[src/rtl/mem_bus_pkg.sv]
// Shared types and default window bounds for the MIPS shared memory bus arbiter.
// Latency: n/a (declarations only).
// Backpressure: n/a.
package mem_bus_pkg;

    typedef enum logic [1:0] {
        ST_IDLE   = 2'd0,
        ST_ACCESS = 2'd1,
        ST_RESP   = 2'd2
    } state_t;

    typedef enum logic {
        PORT_I = 1'b0,
        PORT_D = 1'b1
    } port_t;

    localparam logic [31:0] PROG_BASE_DEF   = 32'h0000_1E10;
    localparam logic [31:0] PROG_LAST_DEF   = 32'h0000_220F;
    localparam logic [31:0] DATA_BASE_DEF   = 32'h0000_2210;
    localparam logic [31:0] DATA_LAST_DEF   = 32'h0000_260F;
    localparam int          WAIT_CYCLES_DEF = 2;
    localparam int          CNT_W           = 4;

endpackage

[src/rtl/addr_window_decode.sv]
// Inclusive unsigned address-window hit detector.
// Latency: combinational.
// Backpressure: none.
// Ports: addr_i - address under test; hit_o - 1 when BASE <= addr_i <= LAST.
module addr_window_decode #(
    parameter logic [31:0] BASE = 32'h0,
    parameter logic [31:0] LAST = 32'h0
) (
    input  logic [31:0] addr_i,
    output logic        hit_o
);

    assign hit_o = (addr_i >= BASE) && (addr_i <= LAST);

endmodule

[src/rtl/mem_bus_arbiter.sv]
// Round-robin arbiter/access controller for the shared instruction/data memory bus.
// Latency: legal access acks WAIT_CYCLES+2 cycles after grant edge; illegal access acks 1 cycle after.
// Backpressure: one transfer in flight; requesters hold req until ack, no new grant until back in IDLE.
// Ports: CLK/rst_n; fetch port i_req/i_addr -> i_rdata/i_ack/i_err;
//        data port d_req/d_we/d_addr/d_wdata -> d_rdata/d_ack/d_err;
//        bus mem_addr/mem_wdata/mem_we/CS_P/CS_D <- mem_rdata. All outputs are registered.
module mem_bus_arbiter
    import mem_bus_pkg::*;
#(
    parameter logic [31:0] PROG_BASE   = PROG_BASE_DEF,
    parameter logic [31:0] PROG_LAST   = PROG_LAST_DEF,
    parameter logic [31:0] DATA_BASE   = DATA_BASE_DEF,
    parameter logic [31:0] DATA_LAST   = DATA_LAST_DEF,
    parameter int          WAIT_CYCLES = WAIT_CYCLES_DEF
) (
    input  logic        CLK,
    input  logic        rst_n,
    input  logic        i_req,
    input  logic [31:0] i_addr,
    output logic [31:0] i_rdata,
    output logic        i_ack,
    output logic        i_err,
    input  logic        d_req,
    input  logic        d_we,
    input  logic [31:0] d_addr,
    input  logic [31:0] d_wdata,
    output logic [31:0] d_rdata,
    output logic        d_ack,
    output logic        d_err,
    output logic [31:0] mem_addr,
    output logic [31:0] mem_wdata,
    output logic        mem_we,
    output logic        CS_P,
    output logic        CS_D,
    input  logic [31:0] mem_rdata
);

    localparam logic [CNT_W-1:0] WAIT_CNT = CNT_W'(WAIT_CYCLES);

    state_t             state_q, state_d;
    logic [CNT_W-1:0]   cnt_q, cnt_d;
    port_t              last_grant_q, last_grant_d;
    port_t              port_q, port_d;
    logic               we_q, we_d;
    logic [31:0]        mem_addr_q, mem_addr_d;
    logic [31:0]        mem_wdata_q, mem_wdata_d;
    logic               mem_we_q, mem_we_d;
    logic               cs_p_q, cs_p_d;
    logic               cs_d_q, cs_d_d;
    logic               i_ack_q, i_ack_d;
    logic               i_err_q, i_err_d;
    logic [31:0]        i_rdata_q, i_rdata_d;
    logic               d_ack_q, d_ack_d;
    logic               d_err_q, d_err_d;
    logic [31:0]        d_rdata_q, d_rdata_d;

    // Candidate grant: D wins a tie only when I was served last.
    port_t              gnt_port;
    logic [31:0]        gnt_addr;
    logic [31:0]        gnt_wdata;
    logic               gnt_we;
    logic               gnt_legal;
    logic               hit_p;
    logic               hit_d;

    assign gnt_port  = (d_req && (!i_req || (last_grant_q == PORT_I))) ? PORT_D : PORT_I;
    assign gnt_addr  = (gnt_port == PORT_D) ? d_addr  : i_addr;
    assign gnt_wdata = (gnt_port == PORT_D) ? d_wdata : 32'h0;
    assign gnt_we    = (gnt_port == PORT_D) && d_we;

    // Decoding happens on the address being latched so that CS and the
    // error ack can both be registered on the grant edge itself.
    addr_window_decode #(.BASE(PROG_BASE), .LAST(PROG_LAST)) u_dec_prog (
        .addr_i (gnt_addr),
        .hit_o  (hit_p)
    );

    addr_window_decode #(.BASE(DATA_BASE), .LAST(DATA_LAST)) u_dec_data (
        .addr_i (gnt_addr),
        .hit_o  (hit_d)
    );

    // Fetches must hit program memory; data port may read either window
    // but may only write the data window.
    assign gnt_legal = (gnt_port == PORT_I) ? hit_p : (hit_d || (hit_p && !gnt_we));

    always_ff @(posedge CLK or negedge rst_n) begin
        if (!rst_n) begin
            state_q      <= ST_IDLE;
            cnt_q        <= '0;
            last_grant_q <= PORT_I;
            port_q       <= PORT_I;
            we_q         <= 1'b0;
            mem_addr_q   <= '0;
            mem_wdata_q  <= '0;
            mem_we_q     <= 1'b0;
            cs_p_q       <= 1'b0;
            cs_d_q       <= 1'b0;
            i_ack_q      <= 1'b0;
            i_err_q      <= 1'b0;
            i_rdata_q    <= '0;
            d_ack_q      <= 1'b0;
            d_err_q      <= 1'b0;
            d_rdata_q    <= '0;
        end else begin
            state_q      <= state_d;
            cnt_q        <= cnt_d;
            last_grant_q <= last_grant_d;
            port_q       <= port_d;
            we_q         <= we_d;
            mem_addr_q   <= mem_addr_d;
            mem_wdata_q  <= mem_wdata_d;
            mem_we_q     <= mem_we_d;
            cs_p_q       <= cs_p_d;
            cs_d_q       <= cs_d_d;
            i_ack_q      <= i_ack_d;
            i_err_q      <= i_err_d;
            i_rdata_q    <= i_rdata_d;
            d_ack_q      <= d_ack_d;
            d_err_q      <= d_err_d;
            d_rdata_q    <= d_rdata_d;
        end
    end

    always_comb begin
        state_d      = state_q;
        cnt_d        = cnt_q;
        last_grant_d = last_grant_q;
        port_d       = port_q;
        we_d         = we_q;
        mem_addr_d   = mem_addr_q;
        mem_wdata_d  = mem_wdata_q;
        cs_p_d       = cs_p_q;
        cs_d_d       = cs_d_q;
        mem_we_d     = 1'b0;
        i_ack_d      = 1'b0;
        i_err_d      = 1'b0;
        i_rdata_d    = '0;
        d_ack_d      = 1'b0;
        d_err_d      = 1'b0;
        d_rdata_d    = '0;

        case (state_q)
            ST_IDLE: begin
                if (i_req || d_req) begin
                    port_d       = gnt_port;
                    last_grant_d = gnt_port;
                    we_d         = gnt_we;
                    mem_addr_d   = gnt_addr;
                    mem_wdata_d  = gnt_wdata;
                    if (gnt_legal) begin
                        state_d  = ST_ACCESS;
                        cnt_d    = WAIT_CNT;
                        cs_p_d   = hit_p;
                        cs_d_d   = hit_d;
                        // With zero wait states the first ACCESS cycle is also the last.
                        mem_we_d = gnt_we && (WAIT_CNT == '0);
                    end else begin
                        state_d  = ST_RESP;
                        i_ack_d  = (gnt_port == PORT_I);
                        i_err_d  = (gnt_port == PORT_I);
                        d_ack_d  = (gnt_port == PORT_D);
                        d_err_d  = (gnt_port == PORT_D);
                    end
                end
            end
            ST_ACCESS: begin
                if (cnt_q == '0) begin
                    state_d = ST_RESP;
                    cs_p_d  = 1'b0;
                    cs_d_d  = 1'b0;
                    if (port_q == PORT_I) begin
                        i_ack_d   = 1'b1;
                        i_rdata_d = mem_rdata;
                    end else begin
                        d_ack_d   = 1'b1;
                        d_rdata_d = we_q ? 32'h0 : mem_rdata;
                    end
                end else begin
                    cnt_d    = cnt_q - 1'b1;
                    // Registered strobe: raise it for the cycle in which cnt reaches 0.
                    mem_we_d = we_q && (cnt_q == CNT_W'(1));
                end
            end
            ST_RESP: begin
                state_d = ST_IDLE;
            end
            default: begin
                state_d = ST_IDLE;
            end
        endcase
    end

    assign i_rdata   = i_rdata_q;
    assign i_ack     = i_ack_q;
    assign i_err     = i_err_q;
    assign d_rdata   = d_rdata_q;
    assign d_ack     = d_ack_q;
    assign d_err     = d_err_q;
    assign mem_addr  = mem_addr_q;
    assign mem_wdata = mem_wdata_q;
    assign mem_we    = mem_we_q;
    assign CS_P      = cs_p_q;
    assign CS_D      = cs_d_q;

endmodule

[config.mk]
export PLATFORM = sky130hd
export DESIGN_NAME = mem_bus_arbiter
export DESIGN_NICKNAME = d
export VERILOG_FILES = /design/src/rtl/mem_bus_pkg.sv /design/src/rtl/addr_window_decode.sv /design/src/rtl/mem_bus_arbiter.sv
export SDC_FILE = /design/constraint.sdc
export NUM_CORES = 1
export LEC_CHECK = 0
export ABC_AREA = 1
export CAP_MARGIN = 5
export CORE_ASPECT_RATIO = 2
export CORE_UTILIZATION = 43
export DETAILED_ROUTE_END_ITERATION = 10
export GPL_ROUTABILITY_DRIVEN = 0
export GPL_TIMING_DRIVEN = 0
export PLACE_DENSITY = 0.81
export SYNTH_ARGS = -nofsm -noshare
export SYNTH_HDL_FRONTEND = slang
export SYNTH_SLANG_ARGS = --single-unit
[constraint.sdc]
create_clock -name CLK -period 2.69 [get_ports CLK]
set_clock_uncertainty 0.05 [all_clocks]
set_input_delay 0.807 -clock CLK [delete_from_list [all_inputs] [get_ports CLK]]
set_output_delay 0.807 -clock CLK [all_outputs]
set_load 0.005 [all_outputs]
After elaboration in Yosys (flattened, before gate mapping)
Cells that the tools add are included.
{"block": "totals", "inputBits": 133, "output_inout_bits": 135, "elab_cells": 86, "reg_bits": 143}
{"block": "op_classes", "n_mux": 40, "order_cmp": 4, "n_bitwise": 2, "reduce_logical": 18, "add_sub_neg": 1, "n_eq_ne": 6}
{"operator": "$mux 32", "n": 9}
{"operator": "$le 32x14->1 const B", "n": 2}
{"operator": "$ge 32x13->1 const B", "n": 1}
{"operator": "$ge 32x14->1 const B", "n": 1}
{"operator": "$mux 1", "n": 19}
{"operator": "$mux 4", "n": 3}
{"operator": "$ne 2x2->1 const B", "n": 4}
{"operator": "$pmux 1 s2", "n": 4}
{"operator": "$pmux 4 s2", "n": 1}
{"operator": "$reduce_and 4->1", "n": 2}
{"operator": "$logic_and 1x1->1", "n": 6}
{"operator": "$mux 2", "n": 3}
{"operator": "$eq 4x1->1 const B", "n": 1}
{"operator": "$logic_not 4->1", "n": 1}
{"operator": "$pmux 2 s2", "n": 1}
{"operator": "$reduce_and 2->1", "n": 2}
{"operator": "$sub 4x1->4 const B", "n": 1}
{"operator": "$logic_or 1x1->1", "n": 3}
{"operator": "$eq 2x1->1 const B", "n": 1}
{"operator": "$logic_not 1->1", "n": 2}
{"operator": "$logic_not 2->1", "n": 1}
{"operator": "$not 1->1", "n": 2}
{"operator": "$reduce_bool 2->1", "n": 1}

Depth between registers and ports, before layout
Gate-level depths: netlist of the first run.
{"block": "depth", "ltp_word": 13, "depth_mapped": 17, "depth_no_buf": 16}

Cells and area by module
A second synthesis of the first run with hierarchy kept.
{"block": "hier_totals", "cells_unflattened": 693, "area_unflattened_um2": 6025.8}
{"mod": "mem_bus_arbiter", "seq_area_each_um2": 3578.4, "n_inst": 1, "cells_per_inst": 603, "area_each_um2": 5642.9}
{"mod": "addr_window_decode (u_dec_data)", "seq_area_each_um2": 0.0, "n_inst": 1, "cells_per_inst": 60, "area_each_um2": 245.2}
{"mod": "addr_window_decode (u_dec_prog)", "seq_area_each_um2": 0.0, "n_inst": 1, "cells_per_inst": 30, "area_each_um2": 137.6}

Worst setup path after synthesis of the first run
OpenSTA, ideal clock, no wires.
{"block": "synth_path", "path_kind": "input-to-reg", "from": "input port d_req", "to": "register cnt_q[0]", "arrival_ps": 2142, "path_buffers": 3, "slack_ps": 381, "setup_time_ps": 117, "required_ps": 2523, "path_stages": 14, "cell_sequence": "buf_4 > buf_6 > buf_6 > nand3b_1 > nand2_1 > nand2_1 > nor2_1 > nand3_1 > nor2_1 > nand4_2 > nand3_4 > nand2_4 > nand2_1 > nand2_1"}
{"block": "synth_between", "elab_chain_cells": 10, "word_cells_on_any_way": 18, "classes_between": "order compare: 4; eq/ne: 2; mux: 3; reduce/logical: 9"}
{"item": "start, declared", "line": "mem_bus_arbiter.sv:23", "rtl": "input logic d_req,"}
{"item": "$logic_and 1x1->1", "line": "mem_bus_arbiter.sv:66", "rtl": "assign gnt_port = (d_req && (!i_req || (last_grant_q == PORT_I))) ? PORT_D : PORT_I;"}
{"item": "$mux 1", "line": "mem_bus_arbiter.sv:66"}
{"item": "$mux 32", "line": "mem_bus_arbiter.sv:67", "rtl": "assign gnt_addr = (gnt_port == PORT_D) ? d_addr : i_addr;"}
{"item": "$ge 32x13->1 or $le 32x14->1 (tied branches)", "line": "addr_window_decode.sv:13", "rtl": "assign hit_o = (addr_i >= BASE) && (addr_i <= LAST);"}
{"item": "$logic_and 1x1->1", "line": "addr_window_decode.sv:13"}
{"item": "$logic_and 1x1->1", "line": "mem_bus_arbiter.sv:85", "rtl": "assign gnt_legal = (gnt_port == PORT_I) ? hit_p : (hit_d || (hit_p && !gnt_we));"}
{"item": "$logic_or 1x1->1", "line": "mem_bus_arbiter.sv:85"}
{"item": "$mux 1", "line": "mem_bus_arbiter.sv:85"}
{"item": "$ne 2x2->1 (no line)"}
{"item": "$reduce_and 4->1 (no line) (*)"}
{"item": "end signal, assigned", "line": "mem_bus_arbiter.sv:107", "rtl": "cnt_q <= cnt_d;"}
{"item": "end, declared", "line": "mem_bus_arbiter.sv:41", "rtl": "logic [CNT_W-1:0] cnt_q, cnt_d;"}
Mark *: on every way between the ends. The rest lies on a longest branch, timed or not.
A chain may end at the register's enable or synchronous reset.

Worst setup path after layout of the first run
{"block": "layout_path", "from": "input port i_req", "to": "register cnt_q[0]"}
{"block": "layout_between", "elab_chain_cells": 12, "word_cells_on_any_way": 20, "classes_between": "order compare: 4; eq/ne: 2; mux: 3; reduce/logical: 11"}
{"item": "start, declared", "line": "mem_bus_arbiter.sv:18", "rtl": "input logic i_req,"}
{"item": "$logic_not 1->1", "line": "mem_bus_arbiter.sv:66"}
{"item": "$logic_or 1x1->1", "line": "mem_bus_arbiter.sv:66"}
{"item": "$logic_and 1x1->1", "line": "mem_bus_arbiter.sv:66"}
{"item": "$mux 1", "line": "mem_bus_arbiter.sv:66"}
{"item": "$mux 32", "line": "mem_bus_arbiter.sv:67"}
{"item": "$ge 32x13->1 or $le 32x14->1 (tied branches)", "line": "addr_window_decode.sv:13"}
{"item": "$logic_and 1x1->1", "line": "addr_window_decode.sv:13"}
{"item": "$logic_and 1x1->1", "line": "mem_bus_arbiter.sv:85"}
{"item": "$logic_or 1x1->1", "line": "mem_bus_arbiter.sv:85"}
{"item": "$mux 1", "line": "mem_bus_arbiter.sv:85"}
{"item": "$ne 2x2->1 (no line)"}
{"item": "$reduce_and 4->1 (no line) (*)"}
Marks and branches as above.

==> impl_metrics.py, run 1 <==
metrics = {
    "clock_network": {
        "cts_max_level": 4,
        "clock_latency_ns": 0.41,
        "clock-sinks": 143,
        "clock_tree.buffer_depth": 2,
        "tritoncts": "built",
        "tritoncts.num_buffers": 17,
        "clkSlewWorstSetupHoldPaths_ns": 0.06,
        "cts.root.buffer_cell": "sky130_fd_sc_hd__clkbuf_16",
        "cts.hold.buffers_added": 0,
    },
    "route": {
        "vias_per_cell": 4.81,
        "detailroute.via_count": 5997,
        "post_drt_wl_per_cell_um": 15.0,
        "wirelength_um": 18700,
        "first_pass_iters": 4,
        "remaining_drc_errors": 0,
        "first_iter_violations": 319,
        "route.antenna.remaining_nets": 0,
    },
    "sta": {
        "min_period_over_period_pct": 88.1,
        "rsz0062_at_grt": "no",
        "max_clock_freq_mhz": 422,
        "period_needed_ns": 2.37,
        "timing.final.max_slew_violations": 0,
        "finalSetupViolCount": 0,
        "whs_ns": 0.351,
        "hold_viol": 0,
        "setup_tns_ns": 0,
        "worst_slack_ns": 0.321,
        "transition_time_at_the_pin_with_the_least_slew_margin_ns": 0.716,
        "slew_headroom_pct": 52.1,
    },
    "global_routing": {
        "grt_remaining_overflow": 0,
        "grt_first_pass_wirelength_um": 29800,
        "grt_max_degree": 76,
        "gr-usage-all-layers_pct": 26.2,
        "number_of_global_route_vias_before_repair": 6082,
        "grt_antenna_before_repair": 1,
    },
    "setup_path": {
        "worst_path_most_repeated_cell": "sky130_fd_sc_hd__nand2_1",
        "timing.critical_path.arrival_ns": 2.62,
        "ff2ff_path_depth": 5,
        "critPathCaptureType": "flop",
        "worstPathCellList": "dlymetal6s2s_1 -> nand2_4 -> buf_8 -> buf_6 -> nand3b_1 -> nand2_1 -> nand2_1 -> nor2_2 -> nand3_1 -> nor2_2 -> nand4_2 -> nand3_4 -> nand2_4 -> nand2_1 -> nand2_1",
        "worst_ep_required_time_ns": 2.94,
        "critical_path_class": "input pin to flop",
        "worst_r2r_startpoint": "state_q[1]",
        "timing.reg2reg.setup_slack_ns": 0.37,
        "max_fanout_on_critical_path": 10,
        "slowest_stage": "sky130_fd_sc_hd__nor2_2",
        "cp_slowest_stage_delay_ns": 0.17,
        "critical_path.reg2reg.endpoint": "mem_addr[0]",
        "critical_path.startpoint_type": "input pin",
    },
    "yosys": {
        "syn_area_um2": 6310,
        "synthDominantCellAreaShare_pct": 56.7,
        "avgSynthCellArea_um2": 8.39,
        "synth.area.top_cells": "sky130_fd_sc_hd__dfrtp_1 (57%), sky130_fd_sc_hd__nand2_1 (14%), sky130_fd_sc_hd__nor2_1 (6.8%), sky130_fd_sc_hd__nand3_1 (5.6%), sky130_fd_sc_hd__inv_1 (4.2%)",
        "syn-instance-count": 752,
        "yosysTopAreaCell": "sky130_fd_sc_hd__dfrtp_1",
        "mappedNetlistNets": 888,
        "synthMostInstantiatedCell": "sky130_fd_sc_hd__nand2_1",
        "most_frequent_cells_after_synthesis": "sky130_fd_sc_hd__nand2_1 (231), sky130_fd_sc_hd__dfrtp_1 (143), sky130_fd_sc_hd__nor2_1 (115)",
        "number_of_flops_mapped_to_enable_cells_by_yosys": 0,
        "ys_types": 32,
        "synth-async-reset-ratio_pct": 100,
        "ys_seq_area_share_pct": 56.7,
        "synth-seq-cells": 143,
        "synthFlopType": "sky130_fd_sc_hd__dfrtp_1",
        "yosys_warning_count": 0,
    },
    "pwr": {
        "power_density_nw_per_um2": 912,
        "ir_worst_vdd_uv": 664,
        "standby_leakage_power_nw": 4.92,
    },
    "final_layout": {
        "layout.filler_cells": 1109,
        "area_delta_synth_final_pct": 58.0,
        "nets": 1177,
        "drive_above_1_share_pct": 7.50,
    },
    "floorplanning": {
        "design.die.area_um2": 15200,
        "die_height_um": 173,
        "core_area_um2": 14400,
        "number_of_cell_rows": 62,
        "num_io_pins": 268,
        "die_width_um": 87.7,
        "floorplan.initialDensity_pct": 44.0,
    },
    "job": {
        "number_of_max_cap_violations": 0,
    },
    "placement": {
        "detailedPlace.worstSlack_ns": -0.505,
        "io_buffers": 266,
        "dp_hpwl_um": 14400,
    },
    "status": {
        "result_of_the_run": "finished clean",
    },
    "min_path": {
        "min-delay-path-class": "input pin to asynchronous set/reset pin",
    },
}
==> through the flow <==
stage | cell area (µm²) | instances | util, % | total power (W)
floorplan | 6310 | 752 | - | 0.00455
global placement | 9210 | 1210 | 64.2 | 0.00642
detailed placement | 9240 | 1211 | 64.4 | 0.00649
CTS | 9910 | 1244 | 69.1 | 0.00912
global route | 9970 | 1247 | 69.5 | 0.00963
finish | 9970 | 1247 | 69.5 | 0.00910
==> cell families after synthesis <==
logic type | count (synthesis) | synth area share [%]
adders and majority gates | 3 | 0.595
and+or+nand+nor | 456 | 31.1
buffers and inverters | 108 | 7.83
xor gates and xnor gates | 2 | 0.278
DFF | 143 | 56.7
AOI/OAI and AO/OA | 40 | 3.47
==> cell type report <==
| class | count | area (µm²) | area share, % |
|---|---|---|---|
| diodes | 1 | 2.50 | 0.0251 |
| plain buffers | 36 | 233 | 2.33 |
| clock buffers | 21 | 470 | 4.72 |
| clock inverters | 11 | 185 | 1.86 |
| inverters | 72 | 272 | 2.72 |
| multi-input cells | 501 | 2280 | 22.8 |
| flip-flops and latches | 143 | 3580 | 35.9 |
| well taps | 192 | 240 | 2.41 |
| repair buffers | 270 | 2720 | 27.2 |
==> cells in the final DEF, fill, tap and decap left out, drive strengths merged, types with 2 or more instances in the layout <==
cell,netlist,final
clkdlybuf4s50,0,264
nand2,238,238
dfrtp,143,143
nor2,117,117
nand3,74,74
inv,72,71
clkbuf,21,43
o21ai,25,25
buf,15,19
nand3b,17,17
a31oi,12,12
nand4,6,6
clkinv,0,5
bufinv,0,5
nor3,3,3
ha,3,3
xnor2,2,2
clkinvlp,0,2
==> critical path, delay by kind of cell <==
family	cells	cell delay (ns)
buffers and inverters	3	0.45
and+or+nand+nor	12	1.36
==> repair_timing <==
item,CTS,global route
gates resized for setup,2,18
setup buffers,1,2
endpoints found under the setup margin,4,11
pin swaps,1,7
==> metal layers <==
layer,share of wire (%),vias up,global-route usage [%]
met4,5.4,0,16.3
met5,0,-,0
li1,-,2918,-
met1,34,2796,25.3
met3,4.3,58,5.10
met2,57,225,48.6
==> power breakdown <==
part / switching (W) / total (W) / internal, W / leakage [nW]
Sequential: 0.000343 / 0.00313 / 0.00279 / 1.88
Clock: 0.000881 / 0.00259 / 0.00171 / 0.319
Combinational: 0.00165 / 0.00337 / 0.00173 / 2.73
==> registers in the layout, indices dropped and copies added, names as in the netlist <==
register   flops
d_rdata       32
i_rdata       32
mem_addr      32
mem_wdata     32
cnt_q          4
state_q        2
CS_D           1
CS_P           1
d_ack          1
d_err          1
i_ack          1
i_err          1
mem_we         1
port_q         1
we_q           1
==> worst max-delay path by stage <==
stage,startpoint,slack (ns),depth (start not counted),endpoint
finish,i_req,0.32,15,cnt_q[0]
global route,state_q[1],0.11,6,mem_addr[6]
CTS,i_req,0.002,15,cnt_q[0]
detailed placement,i_req,-0.51,15,cnt_q[0]
global placement,rst_n,-4.82,1,mem_addr[20]
floorplan,d_req,0.38,14,cnt_q[0]
Power figures use the tool's default switching activity.
==> inputs of run 2 (changes only) <==
--- a/config.mk
+++ b/config.mk
@@ -13,6 +13,7 @@
 export GPL_ROUTABILITY_DRIVEN = 0
 export GPL_TIMING_DRIVEN = 0
 export PLACE_DENSITY = 0.81
+export SLEW_MARGIN = 40
 export SYNTH_ARGS = -nofsm -noshare
 export SYNTH_HDL_FRONTEND = slang
 export SYNTH_SLANG_ARGS = --single-unit
==> run 2 against run 1 <==
Net effect:
- cell area up 0.11%
- critical path depth unchanged
- final cell count down 0.16%
- global-route usage up 0.054 points
- routed wire length up 0.71%
- register-to-register slack worse by 0.02 ns
- sequential power about the same
- largest cell class unchanged
- worst hold slack worse by 0.071 ns
- utilization up 0.079 points
==> impl_metrics.py, run 2 (synthesis results as in run 1) <==
metrics = {
    "status": {
        "result_of_the_run": "finished clean",
    },
    "clock_network": {
        "cts.root.buffer_cell": "sky130_fd_sc_hd__clkbuf_16",
        "clock_tree.buffer_depth": 2,
        "tritoncts.num_buffers": 17,
        "cts_max_level": 4,
        "clock_latency_ns": 0.41,
        "tritoncts": "built",
        "clkSlewWorstSetupHoldPaths_ns": 0.06,
        "clock-sinks": 143,
    },
    "sta": {
        "slew_headroom_pct": 50.2,
        "rsz0062_at_grt": "no",
        "timing.final.max_slew_violations": 0,
        "hold_viol": 0,
        "max_clock_freq_mhz": 424,
        "finalSetupViolCount": 0,
        "transition_time_at_the_pin_with_the_least_slew_margin_ns": 0.744,
        "period_needed_ns": 2.36,
        "min_period_over_period_pct": 87.7,
        "worst_slack_ns": 0.330,
    },
    "final_layout": {
        "combined_area_of_the_multi_input_logic_cells_um2": 2260,
        "layout.filler_cells": 1113,
        "final_core_utilization_pct": 69.6,
        "area_delta_synth_final_pct": 58.2,
        "fin_area_um2": 9980,
        "seqCellArea_um2": 3580,
        "nets": 1176,
        "drive_above_1_share_pct": 6.84,
        "layoutNonFillerInstCount": 1245,
        "most-common-layout-cells": "sky130_fd_sc_hd__clkdlybuf4s50_1 (264), sky130_fd_sc_hd__nand2_1 (230), sky130_fd_sc_hd__dfrtp_1 (143), sky130_fd_sc_hd__nor2_1 (110), sky130_fd_sc_hd__nand3_1 (71)",
        "final_common_cell": "sky130_fd_sc_hd__clkdlybuf4s50_1",
    },
    "pwr": {
        "share_seq_of_total_power_pct": 34.0,
        "cellInternalPower_w": 0.00633,
        "power.switching_fraction_pct": 31.2,
        "share_comb_of_total_power_pct": 36.6,
        "standby_leakage_power_nw": 4.94,
        "ir_worst_vdd_uv": 650,
        "p_sw_w": 0.00287,
        "power_density_nw_per_um2": 921,
        "part_of_the_total_power_dissipated_in_the_clock_network_pct": 29.4,
    },
    "route": {
        "first_pass_iters": 5,
        "wirelength_um": 18900,
        "detailroute.via_count": 5998,
        "remaining_drc_errors": 0,
        "post_drt_wl_per_cell_um": 15.2,
        "vias_per_cell": 4.82,
        "route.antenna.remaining_nets": 0,
        "first_iter_violations": 286,
    },
    "placement": {
        "detailedPlace.worstSlack_ns": -0.510,
        "io_buffers": 266,
        "dpl.cell_count": 1211,
        "dp_hpwl_um": 14500,
        "dpl-instance-area_um2": 9250,
    },
    "floorplanning": {
        "design.die.area_um2": 15200,
        "core_area_um2": 14400,
        "num_io_pins": 268,
        "number_of_cell_rows": 62,
        "die_height_um": 173,
        "floorplan.initialDensity_pct": 44.0,
        "die_width_um": 87.7,
    },
    "setup_path": {
        "critical_path.startpoint_type": "input pin",
        "slowest_stage": "sky130_fd_sc_hd__buf_6",
        "max_fanout_on_critical_path": 10,
        "timing.critical_path.arrival_ns": 2.61,
        "worstPathCellList": "dlymetal6s2s_1 -> nand2_4 -> buf_6 -> buf_6 -> nand3b_1 -> nand2_1 -> nand2_1 -> nor2_2 -> nand3_1 -> nor2_2 -> nand3_2 -> nand3_4 -> nand2_4 -> nand2_1 -> nand2_1",
        "critPathCaptureType": "flop",
        "worst_path_most_repeated_cell": "sky130_fd_sc_hd__nand2_1",
        "critical_path_class": "input pin to flop",
        "cp_slowest_stage_delay_ns": 0.16,
        "worst_ep_required_time_ns": 2.94,
    },
    "global_routing": {
        "grt_most_used_layer": "met2",
        "grt_max_degree": 76,
        "number_of_global_route_vias_before_repair": 5980,
        "grt_remaining_overflow": 0,
        "grt.met2_usage_pct": 48.1,
        "global_route.usage.met3_pct": 4.95,
        "global_route.usage.met1_pct": 25.8,
        "grt_first_pass_wirelength_um": 29800,
        "grt_antenna_before_repair": 1,
        "gr-usage-all-layers_pct": 26.2,
    },
    "min_path": {
        "min-delay-path-class": "input pin to asynchronous set/reset pin",
    },
    "job": {
        "number_of_max_cap_violations": 0,
    },
}
==> run 2: what timing repair did <==
item / 4_1_cts / 5_1_grt
setup endpoints to repair: 4 / 12
cloned: 0 / 0
buffers inserted: 1 / 1
hold buffers: 0 / 0
pin swaps: 1 / 8
hold endpoints to repair: 0 / 0
resized for setup: 4 / 8
==> run 2: routing by layer <==
layer,up-vias,part of all wire [%]
met2,241,56
li1,2921,-
met4,0,5.9
met3,65,4.6
met5,-,0
met1,2771,34
==> run 2: worst paths after layout <==
path | from | endpoint | slack, ns | cells past startpoint
worst max-delay path | i_req | cnt_q[1] | 0.33 | 15
worst min-delay path | rst_n | d_rdata[12] | 0.28 | 1
worst max register to register | state_q[1] | mem_addr[0] | 0.35 | 5
worst min register to register | CS_D | CS_D | 0.43 | 2
max in group asynchronous | rst_n | mem_addr[17] | 1.56 | 2
min in group CLK | CS_D | CS_D | 0.43 | 2
==> run 2: power by group through the flow <==
stage | clock [W] | sequential, W | combinational [W]
after CTS | 0.00274 | 0.00313 | 0.00338
after global placement | 0 | 0.00314 | 0.00328
after global routing | 0.00283 | 0.00320 | 0.00369
final | 0.00270 | 0.00313 | 0.00336
after detailed placement | 0 | 0.00315 | 0.00334
after floorplan | 0 | 0.00318 | 0.00137
==> run 2: area by class of cell <==
type / count / area share (%)
diodes: 1 / 0.0251
inverters: 72 / 2.71
clock inverters: 10 / 2.07
clock buffers: 21 / 4.81
multi-input cells: 501 / 22.6
flip-flops and latches: 143 / 35.8
repair buffers: 269 / 27.2
plain buffers: 36 / 2.33
well taps: 192 / 2.41
==> run 2: metrics by stage <==
stage / hold slack, ns / power, W / TNS [ns]
final: 0.280 / 0.00920 / 0
after global routing: 0.318 / 0.00972 / 0
after CTS: 0.305 / 0.00925 / 0
after detailed placement: 0.414 / 0.00649 / -7.21
after global placement: 0.411 / 0.00642 / -693.67
after floorplan: 0.414 / 0.00455 / 0
==> run 2: critical path, delay by kind of cell <==
| kind | cells | cell delay [ns] |
|---|---|---|
| and+or+nand+nor | 12 | 1.33 |
| buffers and inverters | 3 | 0.45 |
